===== src/rtl/fpu_pipe_ctl_if.sv =====
`default_nettype none
// +----------------------------------------------------------------------------+
// | Module   : fpu_pipe_ctl_if                                                 |
// | Purpose  : ID-stage issue inputs and E1..WB tracking outputs of the FP      |
// |            pipeline control block                                          |
// | Revision : 1.0  initial release                                            |
// +----------------------------------------------------------------------------+
interface fpu_pipe_ctl_if;
  logic [4:0]  fd;
  logic [2:0]  fc;
  logic        wf;
  logic        fasmds;
  logic        stall_lw;
  logic        stall_fp;
  logic        stall_lwc1;
  logic        stall_swc1;
  logic [4:0]  e1n;
  logic [4:0]  e2n;
  logic [4:0]  e3n;
  logic        e1w;
  logic        e2w;
  logic        e3w;
  logic [2:0]  e1c;
  logic [4:0]  wn;
  logic        ww;
  logic        st;
  logic        stall;
  logic [31:0] cnt_issue;
  logic [31:0] cnt_st;

  // master: integer-unit side; slave: the FP pipeline control
  modport master (
    output fd, fc, wf, fasmds, stall_lw, stall_fp, stall_lwc1, stall_swc1,
    input  e1n, e2n, e3n, e1w, e2w, e3w, e1c, wn, ww, st, stall, cnt_issue, cnt_st
  );

  modport slave (
    input  fd, fc, wf, fasmds, stall_lw, stall_fp, stall_lwc1, stall_swc1,
    output e1n, e2n, e3n, e1w, e2w, e3w, e1c, wn, ww, st, stall, cnt_issue, cnt_st
  );
endinterface
`default_nettype wire


===== src/rtl/fpu_pipe_ctl.sv =====
`default_nettype none
// +----------------------------------------------------------------------------+
// | Module   : fpu_pipe_ctl                                                    |
// | Purpose  : FP pipeline destination tracking E1/E2/E3/WB, iterative          |
// |            div/sqrt sequencing and stall combination.                      |
// |            Optional macro FPU_PERF_CNT_EN adds issue / st-cycle counters.   |
// | Revision : 1.0  initial release                                            |
// +----------------------------------------------------------------------------+
module fpu_pipe_ctl #(
  parameter int unsigned ITER_CYCLES = 12
) (
  input  logic           clk,
  input  logic           clr,
  fpu_pipe_ctl_if.slave  bus
);

  localparam logic [5:0] C_ITER_LAST = 6'(ITER_CYCLES - 1);

  logic [4:0] r_e1n, r_e2n, r_e3n, r_wn;
  logic       r_e1w, r_e2w, r_e3w, r_ww;
  logic [2:0] r_e1c;
  logic [5:0] r_cnt;

  logic       w_st;
  logic       w_stall;
  logic       w_issue;

  assign w_st    = (r_cnt != 6'd0);
  assign w_stall = bus.stall_lw | bus.stall_fp | bus.stall_lwc1 | bus.stall_swc1 | w_st;
  assign w_issue = bus.fasmds & bus.wf & ~w_stall;

  always_ff @(posedge clk or posedge clr) begin
    if (clr) begin
      r_e1n <= '0;
      r_e1w <= 1'b0;
      r_e1c <= '0;
      r_e2n <= '0;
      r_e2w <= 1'b0;
      r_e3n <= '0;
      r_e3w <= 1'b0;
      r_wn  <= '0;
      r_ww  <= 1'b0;
      r_cnt <= '0;
    end else begin
      // E3 and WB always drain, even while E1 iterates
      r_e3n <= r_e2n;
      r_e3w <= r_e2w;
      r_wn  <= r_e3n;
      r_ww  <= r_e3w;
      if (w_st) begin
        r_cnt <= r_cnt - 6'd1;
        r_e2n <= '0;
        r_e2w <= 1'b0;
      end else begin
        r_e2n <= r_e1n;
        r_e2w <= r_e1w;
        if (w_issue) begin
          r_e1n <= bus.fd;
          r_e1w <= 1'b1;
          r_e1c <= bus.fc;
          r_cnt <= bus.fc[2] ? C_ITER_LAST : 6'd0;
        end else begin
          r_e1n <= '0;
          r_e1w <= 1'b0;
          r_e1c <= '0;
        end
      end
    end
  end

  assign bus.e1n   = r_e1n;
  assign bus.e2n   = r_e2n;
  assign bus.e3n   = r_e3n;
  assign bus.e1w   = r_e1w;
  assign bus.e2w   = r_e2w;
  assign bus.e3w   = r_e3w;
  assign bus.e1c   = r_e1c;
  assign bus.wn    = r_wn;
  assign bus.ww    = r_ww;
  assign bus.st    = w_st;
  assign bus.stall = w_stall;

`ifdef FPU_PERF_CNT_EN
  logic [31:0] r_cnt_issue;
  logic [31:0] r_cnt_st;

  always_ff @(posedge clk or posedge clr) begin
    if (clr) begin
      r_cnt_issue <= '0;
      r_cnt_st    <= '0;
    end else begin
      if (w_issue) r_cnt_issue <= r_cnt_issue + 32'd1;
      if (w_st)    r_cnt_st    <= r_cnt_st + 32'd1;
    end
  end

  assign bus.cnt_issue = r_cnt_issue;
  assign bus.cnt_st    = r_cnt_st;
`else
  assign bus.cnt_issue = '0;
  assign bus.cnt_st    = '0;
`endif

endmodule
`default_nettype wire


===== src/flat_wrapper.sv =====
// flat-port wrapper written by rule: the top's interface ports become plain ports
module fpu_pipe_ctl_flat 
#(
  parameter int unsigned ITER_CYCLES = 12
)
  (clk, clr, bus_fd, bus_fc, bus_wf, bus_fasmds, bus_stall_lw, bus_stall_fp, bus_stall_lwc1, bus_stall_swc1, bus_e1n, bus_e2n, bus_e3n, bus_e1w, bus_e2w, bus_e3w, bus_e1c, bus_wn, bus_ww, bus_st, bus_stall, bus_cnt_issue, bus_cnt_st);
  fpu_pipe_ctl_if bus_i ();
  input  logic clk;
  input  logic clr;
  input wire logic [$bits(bus_i.fd)-1:0] bus_fd;
  input wire logic [$bits(bus_i.fc)-1:0] bus_fc;
  input wire logic [$bits(bus_i.wf)-1:0] bus_wf;
  input wire logic [$bits(bus_i.fasmds)-1:0] bus_fasmds;
  input wire logic [$bits(bus_i.stall_lw)-1:0] bus_stall_lw;
  input wire logic [$bits(bus_i.stall_fp)-1:0] bus_stall_fp;
  input wire logic [$bits(bus_i.stall_lwc1)-1:0] bus_stall_lwc1;
  input wire logic [$bits(bus_i.stall_swc1)-1:0] bus_stall_swc1;
  output wire logic [$bits(bus_i.e1n)-1:0] bus_e1n;
  output wire logic [$bits(bus_i.e2n)-1:0] bus_e2n;
  output wire logic [$bits(bus_i.e3n)-1:0] bus_e3n;
  output wire logic [$bits(bus_i.e1w)-1:0] bus_e1w;
  output wire logic [$bits(bus_i.e2w)-1:0] bus_e2w;
  output wire logic [$bits(bus_i.e3w)-1:0] bus_e3w;
  output wire logic [$bits(bus_i.e1c)-1:0] bus_e1c;
  output wire logic [$bits(bus_i.wn)-1:0] bus_wn;
  output wire logic [$bits(bus_i.ww)-1:0] bus_ww;
  output wire logic [$bits(bus_i.st)-1:0] bus_st;
  output wire logic [$bits(bus_i.stall)-1:0] bus_stall;
  output wire logic [$bits(bus_i.cnt_issue)-1:0] bus_cnt_issue;
  output wire logic [$bits(bus_i.cnt_st)-1:0] bus_cnt_st;
  assign bus_i.fd = bus_fd;
  assign bus_i.fc = bus_fc;
  assign bus_i.wf = bus_wf;
  assign bus_i.fasmds = bus_fasmds;
  assign bus_i.stall_lw = bus_stall_lw;
  assign bus_i.stall_fp = bus_stall_fp;
  assign bus_i.stall_lwc1 = bus_stall_lwc1;
  assign bus_i.stall_swc1 = bus_stall_swc1;
  assign bus_e1n = bus_i.e1n;
  assign bus_e2n = bus_i.e2n;
  assign bus_e3n = bus_i.e3n;
  assign bus_e1w = bus_i.e1w;
  assign bus_e2w = bus_i.e2w;
  assign bus_e3w = bus_i.e3w;
  assign bus_e1c = bus_i.e1c;
  assign bus_wn = bus_i.wn;
  assign bus_ww = bus_i.ww;
  assign bus_st = bus_i.st;
  assign bus_stall = bus_i.stall;
  assign bus_cnt_issue = bus_i.cnt_issue;
  assign bus_cnt_st = bus_i.cnt_st;
  fpu_pipe_ctl #(.ITER_CYCLES(ITER_CYCLES)) u_core (.clk(clk), .clr(clr), .bus(bus_i));
endmodule

===== config.mk =====
export PLATFORM = sky130hd
export DESIGN_NAME = fpu_pipe_ctl_flat
export DESIGN_NICKNAME = d
export VERILOG_FILES = /design/src/rtl/fpu_pipe_ctl_if.sv /design/src/rtl/fpu_pipe_ctl.sv /design/src/flat_wrapper.sv
export SDC_FILE = /design/constraint.sdc
export NUM_CORES = 1
export LEC_CHECK = 0
export CAP_MARGIN = 30
export CORE_AREA = 2 2 75 77
export CTS_CLUSTER_SIZE = 12
export DETAILED_ROUTE_END_ITERATION = 7
export DIE_AREA = 0 0 77 79
export MAX_ROUTING_LAYER = met4
export PLACE_DENSITY = 0.77
export SYNTH_ARGS = -nofsm -noshare
export SYNTH_HDL_FRONTEND = slang
export SYNTH_SLANG_ARGS = --single-unit

===== constraint.sdc =====
create_clock -name clk -period 2.15 [get_ports clk]
set_input_delay 0.645 -clock clk [delete_from_list [all_inputs] [get_ports clk]]
set_output_delay 0.645 -clock clk [all_outputs]
set_load 0.01 [all_outputs]

; Yosys cells after proc, flatten, opt, wreduce, memory -nomap -nowiden
; Cells that the tools add are included.
[classes]
mul = 0
eq_ne = 0
bitwise_logic = 7
n_shift = 0
add_sub_neg = 1
n_div = 0
n_mux = 8
order_cmp = 0
n_reduce_logical = 2
[ops]
columns = op, count
row1 = $mux W6, 2
row2 = $mux W5, 2
row3 = $reduce_bool A6 Y1, 1
row4 = $sub A6 B1 Y6 const B, 1
row5 = $mux W4, 1
row6 = $or A1 B1 Y1, 4
row7 = $mux W3, 1
row8 = $and A1 B1 Y1, 2
row9 = $mux W1, 2
row10 = $reduce_bool A2 Y1, 1
row11 = $not A1 Y1, 1
[word_totals]
wordCells = 28
output_inout_bits = 93
latch_bits = 0
mem_bits_rw = 0
mem_count = 0
register_bits = 33
inputBits = 16
mem_bits_ro = 0

; Logic depth before layout (Yosys ltp)
[logic_depth]
depth_word = 8
mapped_depth = 7
ltp_nobuf = 6

; Worst setup path after synthesis
; OpenSTA, ideal clock, no wires.
[synth_timing]
kind = reg-to-output
startpoint = register u_core.r_cnt[0]
endpoint = output port bus_st
stages_incl_launch_ff = 7
slack_ns = 0.027
path_buffers = 1
t_required_ns = 1.505
arrival_time_ns = 1.478
path_cell_list = dfrtp_1 inv_1 ha_1 or4b_4 nor2_4 inv_2 buf_6
[synth_via]
elab_chain_len = 1
[synth_rtl]
columns = item, line_no
row1 = start: declaration, fpu_pipe_ctl.sv:22  ; logic [5:0] r_cnt;
row2 = start signal: assignment, fpu_pipe_ctl.sv:51  ; r_cnt <= r_cnt - 6'd1;
row3 = start signal: assignment, fpu_pipe_ctl.sv:61  ; r_cnt <= bus.fc[2] ? C_ITER_LAST : 6'd0;
row4 = $reduce_bool A6 Y1, fpu_pipe_ctl.sv:28  ; assign w_st = (r_cnt != 6'd0);
row5 = end: declaration, flat_wrapper.sv:27  ; output wire logic [$bits(bus_i.st)-1:0] bus_st;
; Every way passes these cells.

; Final worst setup path
[layout_timing]
startpoint = register u_core.r_cnt[0]
endpoint = output port bus_stall
[layout_via]
elab_chain_len = 2
[layout_rtl]
columns = item, line_no
row1 = $reduce_bool A6 Y1, fpu_pipe_ctl.sv:28
row2 = $or A1 B1 Y1, fpu_pipe_ctl.sv:29  ; assign w_stall = bus.stall_lw | bus.stall_fp | bus.stall_lwc1 | bus.stall_swc1 | w_st;
row3 = end: declaration, flat_wrapper.sv:28  ; output wire logic [$bits(bus_i.stall)-1:0] bus_stall;
; Every way passes these cells.

==> impl_results.html <==
<table>
<tr><th>Metric</th><th>Value</th></tr>
<tr><th colspan="2">Die</th></tr>
<tr><td>Initial Utilization</td><td>32.0%</td></tr>
<tr><td>Boundary pin count</td><td>109</td></tr>
<tr><td>Die width</td><td>77 um</td></tr>
<tr><td>Std-Cell Rows</td><td>27</td></tr>
<tr><td>Die Y</td><td>79 um</td></tr>
<tr><td>Total Die Area</td><td>0.00608 sq mm</td></tr>
<tr><td>Core Footprint</td><td>0.00534 sq mm</td></tr>
<tr><th colspan="2">Outcome</th></tr>
<tr><td>Run status</td><td>finished, violations left</td></tr>
<tr><td>Violated checks</td><td>negative setup slack</td></tr>
<tr><th colspan="2">Final layout</th></tr>
<tr><td>Number of fill cells</td><td>519</td></tr>
<tr><td>Reg area</td><td>826 sq um</td></tr>
<tr><td>Number of antenna cells inserted</td><td>0</td></tr>
<tr><td>Final standard cell utilization of the core</td><td>42.2%</td></tr>
<tr><td># nets final</td><td>240</td></tr>
<tr><td>Share of post-route cells with drive strength above 1</td><td>17.0%</td></tr>
<tr><td>Layout-stage area growth over the synthesis result</td><td>31.7%</td></tr>
<tr><td>Area occupied by multi-input gates</td><td>612 sq um</td></tr>
<tr><td>Non-filler cells in the finished layout</td><td>296</td></tr>
<tr><td>Final Cell Area</td><td>0.00225 sq mm</td></tr>
<tr><th colspan="2">STA</th></tr>
<tr><td>Time the final worst path needs with I/O delays and setup</td><td>2.42 ns</td></tr>
<tr><td>Final setup TNS</td><td>-0.530 ns</td></tr>
<tr><td>Final critical-path setup slack</td><td>-0.273 ns</td></tr>
<tr><td>Crit share post-route</td><td>113%</td></tr>
<tr><td>F_max</td><td>0.413 GHz</td></tr>
<tr><td>Worst-case clock skew</td><td>0.00586 ns</td></tr>
<tr><td>Number of setup violations in the final report</td><td>2</td></tr>
<tr><td>Max-slew violation count</td><td>0</td></tr>
<tr><td>Setup repair after global routing missed its margin</td><td>yes</td></tr>
<tr><td>Final hold vios</td><td>0</td></tr>
<tr><th colspan="2">Placed design</th></tr>
<tr><td>Final HPWL from detailed placement</td><td>2.26 mm</td></tr>
<tr><td>Routability congestion estimate from global placement</td><td>0.723</td></tr>
<tr><td>DP Cell Count</td><td>282</td></tr>
<tr><td>Placement-stage cell area</td><td>0.00209 sq mm</td></tr>
<tr><td>Number of port buffers</td><td>44</td></tr>
<tr><th colspan="2">Synthesis</th></tr>
<tr><td>Multiplexer share of the synthesized area</td><td>0.586%</td></tr>
<tr><td>Area of the mapped netlist</td><td>0.00171 sq mm</td></tr>
<tr><td>Adder-cell area share of the yosys netlist</td><td>0.732%</td></tr>
<tr><td>Number of flops mapped to enable cells by yosys</td><td>0</td></tr>
<tr><td>Count of unique library cells instantiated by Yosys</td><td>35</td></tr>
<tr><td>Portion of the post-synthesis area used by sequential elements</td><td>48.3%</td></tr>
<tr><td>Most used flip-flop cell after synthesis</td><td>dfrtp_1</td></tr>
<tr><td>Gate count of the mapped netlist</td><td>154</td></tr>
<tr><td>Total of warnings raised by yosys</td><td>0</td></tr>
<tr><td>Seq cells post-synth</td><td>33</td></tr>
<tr><td>Xor-xnor portion of the synthesized cell area</td><td>1.02%</td></tr>
<tr><td>Combinational family with the most area after synthesis</td><td>buffers and inverters</td></tr>
<tr><td>Average cell area after synthesis</td><td>11.1 sq um</td></tr>
<tr><td>Simple-Gate Fraction of Synth Area</td><td>10.8%</td></tr>
<tr><td>Share of flip-flops with an asynchronous set or reset after synthesis</td><td>100%</td></tr>
<tr><td>Post-synthesis compound-gate area fraction</td><td>8.42%</td></tr>
<tr><th colspan="2">GRT</th></tr>
<tr><td>Largest net degree at the start of global routing</td><td>34</td></tr>
<tr><td>GRT Overall Usage</td><td>10.2%</td></tr>
<tr><td>Number of global-route vias before repair</td><td>995</td></tr>
<tr><td>Overflow after GRT</td><td>0</td></tr>
<tr><td>Met3 GRT Util</td><td>3.52%</td></tr>
<tr><td>First-pass GRT wire length</td><td>4.76 mm</td></tr>
<tr><td>Busiest metal layer after global routing</td><td>met2</td></tr>
<tr><td>Met1 global-route usage</td><td>11.1%</td></tr>
<tr><td>Met2 usage in global routing</td><td>17.7%</td></tr>
<tr><td>Initial antenna violation count</td><td>0</td></tr>
<tr><th colspan="2">Worst hold path</th></tr>
<tr><td>Hold/Removal Path Class</td><td>reg2reg</td></tr>
<tr><td>Worst Hold Depth</td><td>0</td></tr>
<tr><td>Hold endpoint</td><td>u_core.bus.e3n[2]$_DFF_PP0_</td></tr>
<tr><td>Start point of the worst hold path</td><td>u_core.bus.e2n[2]$_DFF_PP0_</td></tr>
<tr><th colspan="2">Worst setup path</th></tr>
<tr><td>Worst-case reg-to-reg path depth</td><td>7</td></tr>
<tr><td>Arrival time of the worst setup path</td><td>1.78 ns</td></tr>
<tr><td>Critical path endpoint category</td><td>primary output</td></tr>
<tr><td>Launching element of the worst setup path</td><td>u_core.r_cnt[0]$_DFFE_PP0P_</td></tr>
<tr><td>Type of origin of the critical path</td><td>flop</td></tr>
<tr><td>Reg-to-reg critical path startpoint</td><td>u_core.r_cnt[0]$_DFFE_PP0P_</td></tr>
<tr><td>Highest net fanout along the worst path</td><td>2</td></tr>
<tr><td>Reg-to-reg endpoint</td><td>u_core.bus.e1n[4]$_DFFE_PP0N_</td></tr>
<tr><td>Reg2Reg Setup Slack</td><td>0.26 ns</td></tr>
<tr><td>Type of the setup path with the least slack</td><td>reg2out</td></tr>
<tr><td>WP data required</td><td>1.50 ns</td></tr>
<tr><th colspan="2">CTS</th></tr>
<tr><td>Register clock-pin slew on the reported worst setup and hold paths</td><td>0.07 ns</td></tr>
<tr><td>Root Buffer Master</td><td>clkbuf_8</td></tr>
<tr><td>Number of buffers inserted during clock tree synthesis</td><td>5</td></tr>
<tr><td>CTS sink cnt</td><td>33</td></tr>
<tr><td>Clock insertion delay at the later pin of the skew report</td><td>0.28 ns</td></tr>
<tr><td>Buffer depth of the longest clock path</td><td>2</td></tr>
<tr><td>Clock H-tree levels</td><td>2</td></tr>
<tr><td>Number of hold-repair buffers added at the cts stage</td><td>0</td></tr>
<tr><td>Clock tree from TritonCTS</td><td>built</td></tr>
<tr><th colspan="2">Detailed routing</th></tr>
<tr><td>Number of search-and-repair iterations in the first detailed-routing pass</td><td>4</td></tr>
<tr><td>Final routed wirelength across all metal layers</td><td>2.96 mm</td></tr>
<tr><td>Average wire length per cell after detail routing</td><td>9.99 um</td></tr>
<tr><td>Vias/cell</td><td>3.77</td></tr>
<tr><td>Count of unresolved DRC violations after routing</td><td>0</td></tr>
<tr><td>DR vias</td><td>1115</td></tr>
<tr><td>Iteration-0 DRC count of the detailed router</td><td>4</td></tr>
<tr><td>ANT nets after route</td><td>0</td></tr>
<tr><th colspan="2">Power and ir drop</th></tr>
<tr><td>Worst-case vdd ir drop</td><td>557 uV</td></tr>
<tr><td>Int Power</td><td>1.41 mW</td></tr>
<tr><td>Switching Share</td><td>29.8%</td></tr>
<tr><td>Part of the total power dissipated in the clock network</td><td>29.7%</td></tr>
<tr><td>Net switching power of the design</td><td>0.598 mW</td></tr>
<tr><td>Combinational cell fraction of total power</td><td>33.5%</td></tr>
<tr><td>Cell leakage power</td><td>1.14 nW</td></tr>
<tr><td>Share of total power in sequential cells</td><td>36.8%</td></tr>
<tr><td>Power density over cell area</td><td>891 mW/mm^2</td></tr>
<tr><th colspan="2">Flow run</th></tr>
<tr><td>Count of maximum capacitance violations</td><td>0</td></tr>
</table>
cell usage after synthesis (all sizes together) (2+ instances only):
cell   number  area (sq um)
and3        6          37.5
nor3        2          10.0
a22o        7          61.3
nor2        5          26.3
nor4        2          27.5
buf        65           492
o21ai       4          20.0
nand2       3          11.3
dfrtp      33           826
xnor2       2          17.5
inv         5          18.8
power by group through the flow:
stage	Clock (mW)	Combinational [mW]	Sequential [mW]
detailed placement	0	0.615	0.750
floorplan	0	0.402	0.790
global placement	0	0.598	0.746
CTS	0.613	0.652	0.738
finish	0.596	0.672	0.737
global route	0.649	0.745	0.749
per-layer routing:
| metal | wire length (um) | part of all wire (%) | up-vias |
|---|---|---|---|
| li1 | - | - | 523 |
| met1 | 1100 | 37 | 528 |
| met2 | 1600 | 54 | 59 |
| met3 | 226 | 7.6 | 5 |
| met4 | 26 | 0.88 | 0 |
| met5 | 0 | 0 | - |
cell type report:
| type | instances | area share [%] |
|---|---|---|
| Clock buffer | 6 | 3.67 |
| Clock inverter | 2 | 1.67 |
| Inverter | 5 | 0.834 |
| Multi-Input combinational cell | 114 | 27.2 |
| Sequential cell | 33 | 36.7 |
| Tap cell | 72 | 4.00 |
| Timing Repair Buffer | 64 | 26.0 |
what timing repair did:
item	4_1_cts	5_1_grt
setup buffers	4	2
setup endpoints to repair	2	2
gates resized for setup	10	0
cloned	0	0
pin swaps	1	1
placed cells by master (no fill, tap or decap), drive strengths merged, types with 2 or more instances in the layout:
cell type      instances
a22o                   7
clkbuf                 6
o21ai                  4
inv                    5
xnor2                  2
nand2                  3
and3                   6
nor4                   2
conb                  64
nor3                   2
dfrtp                 33
buf                   22
clkdlybuf4s50         42
nor2                   5
critical path, stage by stage, from the launching register on:
cell,delay [ns]
dfrtp_1,0.38
inv_1,0.06
ha_2,0.17
or4b_4,0.49
nor2_4,0.12
buf_6,0.10
nand2_1,0.03
buf_2,0.14
cell families (layout without fill, tap and decap cells):
group                      Yosys count  count (layout)
and+or+nand+nor                     27              27
adders and majority gates            1               1
buffers and inverters               70              77
xor gates and xnor gates             2               2
AOI/OAI and AO/OA                   19              19
other                                1              64
muxes                                1               1
DFF                                 33              33
sequential cells by signal, indices dropped and copies added, names as in the netlist, 3 cells and up:
name,flops
u_core.r_cnt,6
u_core.bus.e1n,5
u_core.bus.e2n,5
u_core.bus.e3n,5
u_core.bus.wn,5
u_core.bus.e1c,3
worst max path at each step:
stage                     slack (ns)  cells past startpoint         to
after floorplan                 0.03                      6     bus_st
after global placement         -0.45                      4  bus_stall
after detailed placement       -0.49                      4  bus_stall
after CTS                      -0.31                      7  bus_stall
after global routing           -0.37                      7  bus_stall
final                          -0.27                      7  bus_stall
through the flow:
step | power [mW] | setup slack [ns] | hold WS [ns]
2_1_floorplan | 1.19 | 0.0274 | 0.416
3_3_place_gp | 1.34 | -0.450 | 0.360
3_5_place_dp | 1.37 | -0.490 | 0.364
4_1_cts | 2.00 | -0.309 | 0.380
5_1_grt | 2.14 | -0.366 | 0.387
6_report | 2.01 | -0.273 | 0.375
(Power assumes the default switching activity.)
